`src/rtl/tsmap_lookup.sv`:
```
// rtl/tsmap_lookup.sv - revocation-bit lookup over the TSMAP read port
// Maps a capability base address to a TSMAP word/bit, keeping one cached word for repeat lookups.

module tsmap_lookup #(
  parameter logic [31:0] HeapBase = 32'h8000_0000,
  parameter logic [31:0] HeapSize = 32'h0004_0000
) (
  input  logic        clk_i,
  input  logic        rst_i,
  input  logic        lookup_req_i,
  input  logic [31:0] lookup_addr_i,
  output logic        lookup_gnt_o,
  output logic        resp_valid_o,
  input  logic        resp_ready_i,
  output logic        resp_revoked_o,
  output logic        resp_inrange_o,
  input  logic        cache_inv_i,
  output logic        tsmap_cs_o,
  output logic [15:0] tsmap_addr_o,
  input  logic [31:0] tsmap_rdata_i
);

  typedef enum logic [1:0] {
    IDLE = 2'd0,
    RD   = 2'd1,
    CAP  = 2'd2,
    RESP = 2'd3
  } state_e;

  state_e      state_q;
  logic [4:0]  bidx_q;
  logic [15:0] widx_q;
  logic        inv_seen_q;
  logic        cache_valid_q;
  logic [15:0] cache_tag_q;
  logic [31:0] cache_word_q;
  logic        resp_valid_q;
  logic        resp_revoked_q;
  logic        resp_inrange_q;
  logic        tsmap_cs_q;
  logic [15:0] tsmap_addr_q;

  logic [31:0] req_off;
  logic [15:0] req_widx;
  logic [4:0]  req_bidx;
  logic        req_inrange;
  logic        req_hit;

  // Addresses below the heap wrap to a huge offset and fail the single compare.
  always_comb begin
    req_off     = lookup_addr_i - HeapBase;
    req_inrange = (req_off < HeapSize);
    req_widx    = req_off[23:8];
    req_bidx    = req_off[7:3];
    req_hit     = cache_valid_q && (cache_tag_q == req_widx) && !cache_inv_i;
  end

  always_ff @(posedge clk_i or posedge rst_i) begin
    if (rst_i) begin
      state_q        <= IDLE;
      bidx_q         <= '0;
      widx_q         <= '0;
      inv_seen_q     <= 1'b0;
      cache_valid_q  <= 1'b0;
      cache_tag_q    <= '0;
      cache_word_q   <= '0;
      resp_valid_q   <= 1'b0;
      resp_revoked_q <= 1'b0;
      resp_inrange_q <= 1'b0;
      tsmap_cs_q     <= 1'b0;
      tsmap_addr_q   <= '0;
    end else begin
      case (state_q)
        IDLE: begin
          if (lookup_req_i) begin
            widx_q     <= req_widx;
            bidx_q     <= req_bidx;
            inv_seen_q <= 1'b0;
            if (!req_inrange) begin
              resp_valid_q   <= 1'b1;
              resp_revoked_q <= 1'b0;
              resp_inrange_q <= 1'b0;
              state_q        <= RESP;
            end else if (req_hit) begin
              resp_valid_q   <= 1'b1;
              resp_revoked_q <= cache_word_q[req_bidx];
              resp_inrange_q <= 1'b1;
              state_q        <= RESP;
            end else begin
              tsmap_cs_q   <= 1'b1;
              tsmap_addr_q <= req_widx;
              state_q      <= RD;
            end
          end
        end
        RD: begin
          tsmap_cs_q <= 1'b0;
          if (cache_inv_i) begin
            inv_seen_q <= 1'b1;
          end
          state_q <= CAP;
        end
        CAP: begin
          resp_valid_q   <= 1'b1;
          resp_revoked_q <= tsmap_rdata_i[bidx_q];
          resp_inrange_q <= 1'b1;
          // A word read across an invalidation may be stale, so it is used once but not kept.
          if (!inv_seen_q && !cache_inv_i) begin
            cache_word_q  <= tsmap_rdata_i;
            cache_tag_q   <= widx_q;
            cache_valid_q <= 1'b1;
          end
          state_q <= RESP;
        end
        RESP: begin
          if (resp_ready_i) begin
            resp_valid_q <= 1'b0;
            state_q      <= IDLE;
          end
        end
        default: state_q <= IDLE;
      endcase
      if (cache_inv_i) begin
        cache_valid_q <= 1'b0;
      end
    end
  end

  assign lookup_gnt_o   = (state_q == IDLE) && !rst_i;
  assign resp_valid_o   = resp_valid_q;
  assign resp_revoked_o = resp_revoked_q;
  assign resp_inrange_o = resp_inrange_q;
  assign tsmap_cs_o     = tsmap_cs_q;
  assign tsmap_addr_o   = tsmap_addr_q;

endmodule

```
`config.mk`:
```
export PLATFORM = sky130hd
export DESIGN_NAME = tsmap_lookup
export DESIGN_NICKNAME = d
export VERILOG_FILES = /design/src/rtl/tsmap_lookup.sv
export SDC_FILE = /design/constraint.sdc
export NUM_CORES = 1
export LEC_CHECK = 0
export BUFFER_PORTS_ARGS = -buffer_cell sky130_fd_sc_hd__buf_2
export CORE_MARGIN = 1.5
export CORE_UTILIZATION = 53
export DETAILED_ROUTE_END_ITERATION = 6
export PLACE_DENSITY = 0.89
export SLEW_MARGIN = 25
export SYNTH_ARGS = -nofsm -noshare
export SYNTH_HDL_FRONTEND = slang
export SYNTH_SLANG_ARGS = --single-unit
```
`constraint.sdc`:
```
create_clock -name clk_i -period 9.6 [get_ports clk_i]
set_clock_uncertainty 0.2 [all_clocks]
set_input_delay 1.44 -clock clk_i [delete_from_list [all_inputs] [get_ports clk_i]]
set_output_delay 1.44 -clock clk_i [all_outputs]
set_load 0.05 [all_outputs]
```
Yosys cells after proc, flatten, opt, wreduce, memory -nomap -nowiden
Cells that the tools add are included.
{ "op_classes": {"muxes": 31, "n_lt_le_gt_ge": 3, "reduce_logical": 22, "eq_ne": 10, "bitwise_logic": 1, "add_sub_neg": 1} }
{ "op_table": {"columns": ["cell", "n"], "rows": [
  ["32-bit by 19-bit less-than comparator with 1-bit output, second input constant", 1],
  ["32-bit subtractor, second input constant", 1],
  ["1-bit two-way mux", 19],
  ["16-bit == test", 1],
  ["5-bit by 6-bit less-than comparator with 1-bit output, second input constant", 2],
  ["4-bit AND reduction", 3],
  ["1-bit binary-select mux with 5-bit select", 2],
  ["2-bit != test, second input constant", 5],
  ["2-bit two-way mux", 4],
  ["1-bit case mux with 2 select lines", 4],
  ["2-bit case mux with 4 select lines", 1],
  ["2-bit AND reduction", 4],
  ["2-bit nonzero test", 4],
  ["3-bit AND reduction", 2],
  ["2-bit == test, second input constant", 2],
  ["1-bit logical AND", 4],
  ["1-bit zero test", 3],
  ["3-bit != test, second input constant", 1],
  ["1-bit case mux with 3 select lines", 1],
  ["3-bit nonzero test", 1],
  ["2-bit by 1-bit == test with 1-bit output, second input constant", 1],
  ["2-bit zero test", 1],
  ["1-bit inverter", 1]
]} }
{ "totals": {"regBits": 93, "inputBits": 69, "elab_cells": 80} }

Depth between registers and ports, before layout
Gate-level depths: netlist (run 1).
{ "logic_depth": {"depth_word": 8, "mapped_depth": 8, "ltp_nobuf": 6} }

Worst setup path after synthesis (run 1)
No wires, ideal clock.
{ "synth_path": {"path_type": "input to output", "start": "input port rst_i", "end": "output port lookup_gnt_o", "n_path_buf": 0, "t_required_ns": 7.960, "arrival_ns": 2.129, "setup_slack_ns": 5.831, "path_stages": 1, "cell_sequence": "nor2b_1"} }
{ "synth_between": {"elab_chain_len": 2} }
{ "synth_rtl": {"columns": ["item", "line_no", "text"], "rows": [
  ["from (decl)", "9", "input logic rst_i,"],
  ["1-bit zero test", "129", "assign lookup_gnt_o = (state_q == IDLE) && !rst_i;"],
  ["1-bit logical AND", "129", null],
  ["to (decl)", "12", "output logic lookup_gnt_o,"]
]} }
Every way passes these cells.

Worst setup path in the final report (run 1)
{ "layout_path": {"start": "input port lookup_addr_i[23]", "end": "register tsmap_addr_q[3] (netlist: tsmap_addr_o[3])"} }
{ "layout_between": {"elab_chain_len": 6} }
{ "layout_rtl": {"columns": ["item", "line_no", "text"], "rows": [
  ["from (decl)", "11", "input logic [31:0] lookup_addr_i,"],
  ["32-bit subtractor *", "51", "req_off = lookup_addr_i - HeapBase;"],
  ["branches (longest 4 deep; another with 32-bit by 19-bit less-than comparator with 1-bit output)", null, null],
  ["4-bit AND reduction (no line) *", null, null],
  ["to (signal assigned)", "91", "tsmap_addr_q <= req_widx;"],
  ["to (decl)", "41", "logic [15:0] tsmap_addr_q;"]
]} }
Mark *: on every way between the ends.
A chain may end at the register's enable or synchronous reset.

==> results of run 1 <==
-- registers in the layout, summed over array words and instances, names as in the netlist --
name and flops:
bidx_q 5, cache_tag_q 16, cache_valid_q 1, cache_word_q 32, inv_seen_q 1, resp_inrange_o 1, resp_revoked_o 1, resp_valid_o 1
state_q 2, tsmap_addr_o 16, tsmap_cs_o 1, widx_q 16
-- per-layer routing --
| layer | wire length, um | vias up | share of wire |
|---|---|---|---|
| met5 | 0 | - | 0 |
| met4 | 195 | 0 | 0.023 |
| met3 | 307 | 19 | 0.036 |
| met2 | 4190 | 64 | 0.49 |
| met1 | 3820 | 1380 | 0.45 |
| li1 | - | 1282 | - |
-- layout make-up --
type | instances | area, um^2
clock buffer | 10 | 138
clock inverter | 6 | 68.8
fill | 622 | 2770
inverter | 6 | 23.8
multi-input combinational | 189 | 1930
sequential | 93 | 2330
tap | 102 | 128
timing repair buffer | 89 | 457
-- logic make-up after synthesis --
kind of cell	count (synthesis)
AO/OA/AOI/OAI	18
XOR/XNOR	16
AND/OR/NAND/NOR	48
adder cells (fa/ha/maj)	4
flip-flops	93
multiplexers	103
buffers and inverters	21
-- worst max-delay path: stages --
cell                      delay (ns)
sky130_fd_sc_hd__buf_2          0.12
sky130_fd_sc_hd__or4_4          0.54
sky130_fd_sc_hd__nor4_4         0.33
sky130_fd_sc_hd__o311a_1        0.78
sky130_fd_sc_hd__mux2_2         0.42
-- where the power goes --
| part | total (mW) | switching, mW | internal (mW) | leakage (nW) |
|---|---|---|---|---|
| Clock | 0.268 | 0.139 | 0.129 | 0.103 |
| Sequential | 0.669 | 0.114 | 0.554 | 1.14 |
| Combinational | 0.497 | 0.200 | 0.297 | 1.08 |
-- synth_stat cells (all sizes together) (2+ instances only) --
master	n
o22ai	2
nor2b	10
mux4	14
inv	6
dfrtp	93
mux2i	7
mux2	82
ha	4
nand3b	2
o32a	2
nor4	4
nand2	8
xor2	9
nand2b	5
nor2	6
xnor2	7
a21oi	7
buf	5
clkbuf	10
nand3	4
nand4	3
-- worst min-delay path by stage --
stage	endpoint	slack, ns	cells after the start
4_1_cts	tsmap_addr_o[10]$_DFFE_PP0P_	0.31	1
3_5_place_dp	tsmap_addr_o[10]$_DFFE_PP0P_	0.28	1
2_1_floorplan	cache_valid_q$_DFFE_PP0P_	0.25	2
5_1_grt	tsmap_addr_o[10]$_DFFE_PP0P_	0.32	1
3_3_place_gp	cache_valid_q$_DFFE_PP0P_	0.27	2
6_report	tsmap_addr_o[10]$_DFFE_PP0P_	0.30	1
==> impl_metrics.xml, run 1 <==
<?xml version="1.0" encoding="UTF-8"?>
<metrics>
  <group name="detailed_routing">
    <metric name="vias" unit="">2745</metric>
    <metric name="routed_via_density" unit="">5.55</metric>
    <metric name="drtIter0Drc" unit="">151</metric>
    <metric name="ant_nets" unit="">0</metric>
    <metric name="routed_wire_length_per_instance" unit="um">17.2</metric>
    <metric name="totalWireLength" unit="um">8500</metric>
    <metric name="detailedRoute.firstPassIterationCount" unit="">4</metric>
    <metric name="route.detailed.drc" unit="">0</metric>
  </group>
  <group name="cells_and_area">
    <metric name="fraction_of_the_core_area_covered_by_cells_at_the_end_of_the_flow" unit="">0.647</metric>
    <metric name="areaGrowthSynthToFinish" unit="%">16.4</metric>
    <metric name="fin_area" unit="um^2">5070</metric>
    <metric name="fraction_of_layout_cells_with_a_size_suffix_above_1" unit="">0.524</metric>
    <metric name="finish.cell_count_without_fillers" unit="">495</metric>
    <metric name="n_antenna_cell" unit="">0</metric>
    <metric name="most_frequent_standard_cell_in_the_layout_excluding_fill_and_tap_cells" unit="">sky130_fd_sc_hd__dfrtp_1</metric>
    <metric name="most-common-layout-cells" unit="">93 x sky130_fd_sc_hd__dfrtp_1, 86 x sky130_fd_sc_hd__buf_2, 79 x sky130_fd_sc_hd__mux2_2</metric>
    <metric name="nNetsFinal" unit="">461</metric>
  </group>
  <group name="placed_design">
    <metric name="placedCellCount" unit="">479</metric>
    <metric name="place_area" unit="um^2">4870</metric>
    <metric name="gp_routability_congestion" unit="">0.783</metric>
    <metric name="preCtsSetupSlack" unit="ns">5.60</metric>
    <metric name="dp_hpwl" unit="um">6160</metric>
    <metric name="place.port_buffers" unit="">86</metric>
  </group>
  <group name="grt">
    <metric name="grt.busiest_layer" unit="">met2</metric>
    <metric name="wire_length_of_the_first_global_routing_pass" unit="um">14200</metric>
    <metric name="grt_use_met1" unit="">0.289</metric>
    <metric name="sum_of_overflow_across_all_layers_after_global_routing" unit="">0</metric>
    <metric name="grt_util_met2" unit="">0.339</metric>
    <metric name="globalRouteTotalUtil" unit="">0.216</metric>
    <metric name="grt_met3_usage" unit="">0.0494</metric>
    <metric name="grt_max_degree" unit="">94</metric>
    <metric name="number_of_antenna_violations_at_the_first_check_in_global_routing" unit="">0</metric>
    <metric name="grt_pass1_vias" unit="">2937</metric>
  </group>
  <group name="clock_network">
    <metric name="postCtsHoldBufs" unit="">0</metric>
    <metric name="tritoncts" unit="">done</metric>
    <metric name="clockBufferDepth" unit="">2</metric>
    <metric name="cts_setup_buffers" unit="">0</metric>
    <metric name="cts.sinks" unit="">93</metric>
    <metric name="cts.htree.levels" unit="">3</metric>
    <metric name="worstSkewPairLatency" unit="ns">0.36</metric>
    <metric name="ctsResizeCount" unit="">0</metric>
    <metric name="clkTransAtPathRegs" unit="ns">0.09</metric>
    <metric name="root_buffer_master" unit="">sky130_fd_sc_hd__clkbuf_8</metric>
    <metric name="cts_inserted_buffers" unit="">9</metric>
  </group>
  <group name="floorplanning">
    <metric name="dieWidth" unit="um">93.7</metric>
    <metric name="core.rowCount" unit="">32</metric>
    <metric name="start_util" unit="">0.556</metric>
    <metric name="pin_count" unit="">90</metric>
    <metric name="design.core.area" unit="um^2">7850</metric>
    <metric name="die_height" unit="um">93.7</metric>
    <metric name="die-area" unit="um^2">8780</metric>
  </group>
  <group name="yosys">
    <metric name="synth.avg_cell_area" unit="um^2">14.4</metric>
    <metric name="yosysWarnings" unit="">0</metric>
    <metric name="main_combinational_cell_family_by_area_after_synthesis" unit="">multiplexers</metric>
    <metric name="ys_ff_latch" unit="">93</metric>
    <metric name="synth_top_area_share" unit="">0.534</metric>
    <metric name="synth.distinct_cells" unit="">38</metric>
    <metric name="netlist_instances" unit="">303</metric>
    <metric name="netlist_top_cells_area" unit="">sky130_fd_sc_hd__dfrtp_1 53%, sky130_fd_sc_hd__mux2_2 20%, sky130_fd_sc_hd__mux4_2 7.2%</metric>
    <metric name="synthDominantAreaCellType" unit="">sky130_fd_sc_hd__dfrtp_1</metric>
    <metric name="nets_in_the_synthesized_netlist" unit="">376</metric>
    <metric name="synthMuxAreaShare" unit="">0.303</metric>
    <metric name="dominantRegCellSynth" unit="">sky130_fd_sc_hd__dfrtp_1</metric>
    <metric name="synth_simple_gate_area_share" unit="">0.0663</metric>
    <metric name="post_synth_xor_area_fraction" unit="">0.0321</metric>
    <metric name="synth_async_sr_flop_share" unit="">1.00</metric>
    <metric name="synth_enable_flop_cells" unit="">0</metric>
    <metric name="syn-cell-area" unit="um^2">4360</metric>
    <metric name="synth_fa_ha_area_frac" unit="">0.0115</metric>
    <metric name="ys_seq_area_frac" unit="">0.534</metric>
    <metric name="synth-compound-area-share" unit="">0.0295</metric>
  </group>
  <group name="timing">
    <metric name="tightestPinTransition" unit="ns">0.990</metric>
    <metric name="final-setup-viol-count" unit="">0</metric>
    <metric name="totalNegativeSetupSlack" unit="ns">0</metric>
    <metric name="worst_max_slew_margin_expressed_relative_to_the_limit" unit="">0.340</metric>
    <metric name="grt_setup_unrepaired" unit="">no</metric>
    <metric name="fmax" unit="MHz">279</metric>
    <metric name="hold_viol" unit="">0</metric>
    <metric name="period_share" unit="">0.373</metric>
    <metric name="finalWorstSetupSlack" unit="ns">6.02</metric>
    <metric name="min_period" unit="ns">3.58</metric>
    <metric name="worst_hold_slack" unit="ns">0.299</metric>
    <metric name="final_max_slew_viol_count" unit="">0</metric>
  </group>
  <group name="worst_setup_path">
    <metric name="ff2ff_path_depth" unit="">5</metric>
    <metric name="r2r_end" unit="">tsmap_addr_o[3]$_DFFE_PP0P_</metric>
    <metric name="worstPathMaxFanout" unit="">18</metric>
    <metric name="required" unit="ns">9.65</metric>
    <metric name="endpoint" unit="">tsmap_addr_o[3]$_DFFE_PP0P_</metric>
    <metric name="crit-reg2reg-launch" unit="">state_q[1]$_DFFE_PP0P_</metric>
    <metric name="setup.worst_path.start" unit="">lookup_addr_i[23]</metric>
    <metric name="endpoint_kind" unit="">flop</metric>
    <metric name="worstSetupStartpointType" unit="">input pin</metric>
    <metric name="cp.arrival" unit="ns">3.64</metric>
    <metric name="criticalPathCategory" unit="">input pin to flop</metric>
    <metric name="r2r_slack" unit="ns">6.27</metric>
  </group>
  <group name="pwr">
    <metric name="power_density" unit="nW/um^2">282</metric>
    <metric name="peakVddDrop" unit="uV">111</metric>
    <metric name="power.leakage" unit="nW">2.33</metric>
    <metric name="power" unit="mW">1.43</metric>
  </group>
  <group name="flow_run">
    <metric name="timing.max_cap.violations" unit="">0</metric>
  </group>
  <group name="hold_path">
    <metric name="hold_path.startpoint" unit="">tsmap_addr_o[10]$_DFFE_PP0P_</metric>
    <metric name="timing.hold.worst.class" unit="">flop to flop</metric>
  </group>
  <group name="status">
    <metric name="result_of_the_run" unit="">completed</metric>
  </group>
</metrics>
(Power assumes the default switching activity.)
==> run 2: changes to the inputs <==
--- a/config.mk
+++ b/config.mk
@@ -5,11 +5,12 @@
 export SDC_FILE = /design/constraint.sdc
 export NUM_CORES = 1
 export LEC_CHECK = 0
+export ABC_AREA = 1
 export BUFFER_PORTS_ARGS = -buffer_cell sky130_fd_sc_hd__buf_2
 export CORE_MARGIN = 1.5
-export CORE_UTILIZATION = 53
+export CORE_UTILIZATION = 50
 export DETAILED_ROUTE_END_ITERATION = 6
-export PLACE_DENSITY = 0.89
+export PLACE_DENSITY = 0.87
 export SLEW_MARGIN = 25
 export SYNTH_ARGS = -nofsm -noshare
 export SYNTH_HDL_FRONTEND = slang
==> constraint.sdc (replaced) <==
create_clock -name clk_i -period 2.99 [get_ports clk_i]
set_clock_uncertainty 0.2 [all_clocks]
set_input_delay 0.4485 -clock clk_i [delete_from_list [all_inputs] [get_ports clk_i]]
set_output_delay 0.4485 -clock clk_i [all_outputs]
set_load 0.05 [all_outputs]
==> impl_metrics.xml, run 2 <==
<?xml version="1.0" encoding="UTF-8"?>
<metrics>
  <group name="status">
    <metric name="result_of_the_run" unit="">completed</metric>
  </group>
  <group name="cells_and_area">
    <metric name="fillerInstances" unit="">771</metric>
    <metric name="max_reg_flops" unit="">32</metric>
    <metric name="most_frequent_standard_cell_in_the_layout_excluding_fill_and_tap_cells" unit="">sky130_fd_sc_hd__nand2_1</metric>
    <metric name="fraction_of_layout_cells_with_a_size_suffix_above_1" unit="">0.283</metric>
    <metric name="finish.cell_count_without_fillers" unit="">737</metric>
    <metric name="top_register" unit="">cache_word_q</metric>
    <metric name="fin_area" unit="um^2">5370</metric>
    <metric name="n_antenna_cell" unit="">0</metric>
    <metric name="areaGrowthSynthToFinish" unit="%">15.6</metric>
    <metric name="nNetsFinal" unit="">698</metric>
    <metric name="most-common-layout-cells" unit="">149 x sky130_fd_sc_hd__nand2_1, 93 x sky130_fd_sc_hd__dfrtp_1, 86 x sky130_fd_sc_hd__buf_2</metric>
  </group>
  <group name="yosys">
    <metric name="nets_in_the_synthesized_netlist" unit="">615</metric>
    <metric name="synth_top_area_share" unit="">0.501</metric>
    <metric name="synth.distinct_cells" unit="">28</metric>
    <metric name="dominantRegCellSynth" unit="">sky130_fd_sc_hd__dfrtp_1</metric>
    <metric name="syn-cell-area" unit="um^2">4650</metric>
    <metric name="post-synth-top-count-cell" unit="">sky130_fd_sc_hd__nand2_1</metric>
    <metric name="synth.avg_cell_area" unit="um^2">8.57</metric>
    <metric name="synthTopCellsByCount" unit="">150 x sky130_fd_sc_hd__nand2_1, 93 x sky130_fd_sc_hd__dfrtp_1, 61 x sky130_fd_sc_hd__inv_1, 61 x sky130_fd_sc_hd__nand3_1, 38 x sky130_fd_sc_hd__mux2_2</metric>
    <metric name="yosysWarnings" unit="">0</metric>
    <metric name="synth_async_sr_flop_share" unit="">1.00</metric>
    <metric name="synthDominantAreaCellType" unit="">sky130_fd_sc_hd__dfrtp_1</metric>
    <metric name="synth_enable_flop_cells" unit="">0</metric>
    <metric name="ys_seq_area_frac" unit="">0.501</metric>
    <metric name="ys_ff_latch" unit="">93</metric>
    <metric name="netlist_instances" unit="">542</metric>
    <metric name="netlist_top_cells_area" unit="">sky130_fd_sc_hd__dfrtp_1 50%, sky130_fd_sc_hd__nand2_1 12%, sky130_fd_sc_hd__mux2_2 9.2%</metric>
  </group>
  <group name="worst_setup_path">
    <metric name="worstSetupStartpointType" unit="">flop</metric>
    <metric name="r2r_slack" unit="ns">0.66</metric>
    <metric name="timing.critical_path.slowest_stage_cell" unit="">sky130_fd_sc_hd__nand2_2</metric>
    <metric name="cpPeakStageDelay" unit="ns">0.74</metric>
    <metric name="criticalPathCategory" unit="">flop to flop</metric>
    <metric name="crit-reg2reg-launch" unit="">state_q[0]$_DFFE_PP0P_</metric>
    <metric name="cp.arrival" unit="ns">2.36</metric>
    <metric name="path_cells" unit="">inv_1 -&gt; ha_1 -&gt; nand2_2 -&gt; mux2_2</metric>
    <metric name="required" unit="ns">3.02</metric>
    <metric name="worstPathMaxFanout" unit="">41</metric>
    <metric name="ff2ff_path_depth" unit="">4</metric>
    <metric name="r2r_end" unit="">cache_word_q[26]$_DFFE_PP0P_</metric>
    <metric name="endpoint_kind" unit="">flop</metric>
  </group>
  <group name="grt">
    <metric name="sum_of_overflow_across_all_layers_after_global_routing" unit="">0</metric>
    <metric name="wire_length_of_the_first_global_routing_pass" unit="um">17800</metric>
    <metric name="globalRouteTotalUtil" unit="">0.226</metric>
    <metric name="number_of_antenna_violations_at_the_first_check_in_global_routing" unit="">0</metric>
    <metric name="grt_max_degree" unit="">67</metric>
    <metric name="grt_pass1_vias" unit="">3909</metric>
  </group>
  <group name="clock_network">
    <metric name="postCtsHoldBufs" unit="">1</metric>
    <metric name="root_buffer_master" unit="">sky130_fd_sc_hd__clkbuf_8</metric>
    <metric name="ctsResizeCount" unit="">0</metric>
    <metric name="worstSkewPairLatency" unit="ns">0.35</metric>
    <metric name="cts.sinks" unit="">93</metric>
    <metric name="tritoncts" unit="">done</metric>
    <metric name="cts_setup_buffers" unit="">0</metric>
    <metric name="cts.htree.levels" unit="">3</metric>
    <metric name="clockBufferDepth" unit="">2</metric>
    <metric name="cts_inserted_buffers" unit="">9</metric>
    <metric name="clkTransAtPathRegs" unit="ns">0.09</metric>
  </group>
  <group name="detailed_routing">
    <metric name="route.met2.wl" unit="um">5370</metric>
    <metric name="totalWireLength" unit="um">10700</metric>
    <metric name="drtIter0Drc" unit="">203</metric>
    <metric name="detailedRoute.firstPassIterationCount" unit="">6</metric>
    <metric name="highest_layer" unit="">met4</metric>
    <metric name="ant_nets" unit="">0</metric>
    <metric name="routed_wire_length_per_instance" unit="um">14.5</metric>
    <metric name="wl_met3" unit="um">603</metric>
    <metric name="met1_length" unit="um">4400</metric>
    <metric name="routed_via_density" unit="">5.25</metric>
    <metric name="vias" unit="">3871</metric>
    <metric name="route.detailed.drc" unit="">0</metric>
  </group>
  <group name="floorplanning">
    <metric name="design.core.area" unit="um^2">8850</metric>
    <metric name="die-area" unit="um^2">9880</metric>
    <metric name="die_height" unit="um">99.4</metric>
    <metric name="core.rowCount" unit="">34</metric>
    <metric name="start_util" unit="">0.525</metric>
    <metric name="dieWidth" unit="um">99.4</metric>
    <metric name="pin_count" unit="">90</metric>
  </group>
  <group name="timing">
    <metric name="fmax" unit="MHz">429</metric>
    <metric name="final_max_slew_viol_count" unit="">0</metric>
    <metric name="period_share" unit="">0.780</metric>
    <metric name="grt_setup_unrepaired" unit="">no</metric>
    <metric name="tightestPinTransition" unit="ns">0.984</metric>
    <metric name="hold_viol" unit="">0</metric>
    <metric name="final-setup-viol-count" unit="">0</metric>
    <metric name="finalWorstSetupSlack" unit="ns">0.658</metric>
    <metric name="totalNegativeSetupSlack" unit="ns">0</metric>
    <metric name="min_period" unit="ns">2.33</metric>
    <metric name="worst_max_slew_margin_expressed_relative_to_the_limit" unit="">0.341</metric>
  </group>
  <group name="hold_path">
    <metric name="min_path_cells" unit="">3</metric>
    <metric name="whs_endpoint" unit="">tsmap_addr_o[5]$_DFFE_PP0P_</metric>
    <metric name="timing.hold.worst.class" unit="">input pin to flop</metric>
    <metric name="hold_path.startpoint" unit="">lookup_addr_i[13]</metric>
  </group>
  <group name="pwr">
    <metric name="power_density" unit="nW/um^2">848</metric>
    <metric name="power.leakage" unit="nW">2.77</metric>
    <metric name="peakVddDrop" unit="uV">407</metric>
    <metric name="power" unit="mW">4.55</metric>
  </group>
  <group name="placed_design">
    <metric name="dp_hpwl" unit="um">7700</metric>
    <metric name="preCtsSetupSlack" unit="ns">0.692</metric>
    <metric name="place.port_buffers" unit="">86</metric>
    <metric name="place_area" unit="um^2">5160</metric>
    <metric name="placedCellCount" unit="">721</metric>
    <metric name="gp_routability_congestion" unit="">0.847</metric>
  </group>
  <group name="flow_run">
    <metric name="timing.max_cap.violations" unit="">0</metric>
  </group>
</metrics>
## run 2: cell types whose count changed after synthesis, sizes merged, moves of 22 or more
cell	previous run	this run
nor2	6	28
nand3	4	63
o21ai	0	51
nand2	8	155
inv	6	72
mux2	82	38
## run 2: layer usage
metal	vias to the layer above	track usage
met1	1825	0.285
met4	0	0.0910
met2	137	0.387
met3	30	0.0422
li1	1879	-
met5	-	0
## run 2: final cells by class
cell class                      instances  area, um^2  area share
Clock inverter                          5        60.1      0.0112
Multi-Input combinational cell        356        1940       0.362
Timing Repair Buffer                   92         490      0.0913
Inverter                               73         278      0.0517
Clock buffer                           10         138      0.0256
Sequential cell                        93        2330       0.433
Tap cell                              108         135      0.0252
## run 2: worst max-delay path by stage
stage,from,endpoint,slack [ns],cells after the start
2_1_floorplan,state_q[0]$_DFFE_PP0P_,lookup_gnt_o,0.91,4
3_3_place_gp,state_q[0]$_DFFE_PP0P_,cache_tag_q[13]$_DFFE_PP0P_,0.78,6
3_5_place_dp,state_q[0]$_DFFE_PP0P_,cache_tag_q[8]$_DFFE_PP0P_,0.69,5
4_1_cts,state_q[0]$_DFFE_PP0P_,cache_tag_q[8]$_DFFE_PP0P_,0.66,5
5_1_grt,state_q[0]$_DFFE_PP0P_,cache_tag_q[8]$_DFFE_PP0P_,0.47,5
6_report,state_q[0]$_DFFE_PP0P_,cache_word_q[26]$_DFFE_PP0P_,0.66,4
## run 2: kinds of logic after synthesis
group           share of synthesized area
mux                                0.0921
simple gates                        0.232
compound gates                     0.0689
xor+xnor                           0.0132
fa+ha+maj                          0.0108
buf+inv                            0.0819
flops                               0.501
## run 2: power breakdown
group	internal [mW]	total, mW	switching, mW
clock	0.408	0.846	0.438
sequential	1.76	2.06	0.295
combinational	0.697	1.65	0.953
total	2.87	4.55	1.69
## run 2: critical path, delay by kind of cell, from the launching register on
kind,cells,cell delay (ns)
mux,1,0.44
flops,1,0.43
fa+ha+maj,1,0.28
buf+inv,1,0.10
simple gates,1,0.74
## run 2: per-stage QoR
step | util | hold slack [ns]
final | 0.607 | 0.114
after CTS | 0.607 | 0.108
after floorplan | - | 0.249
after global placement | 0.583 | 0.255
after detailed placement | 0.583 | 0.251
after global routing | 0.607 | 0.110
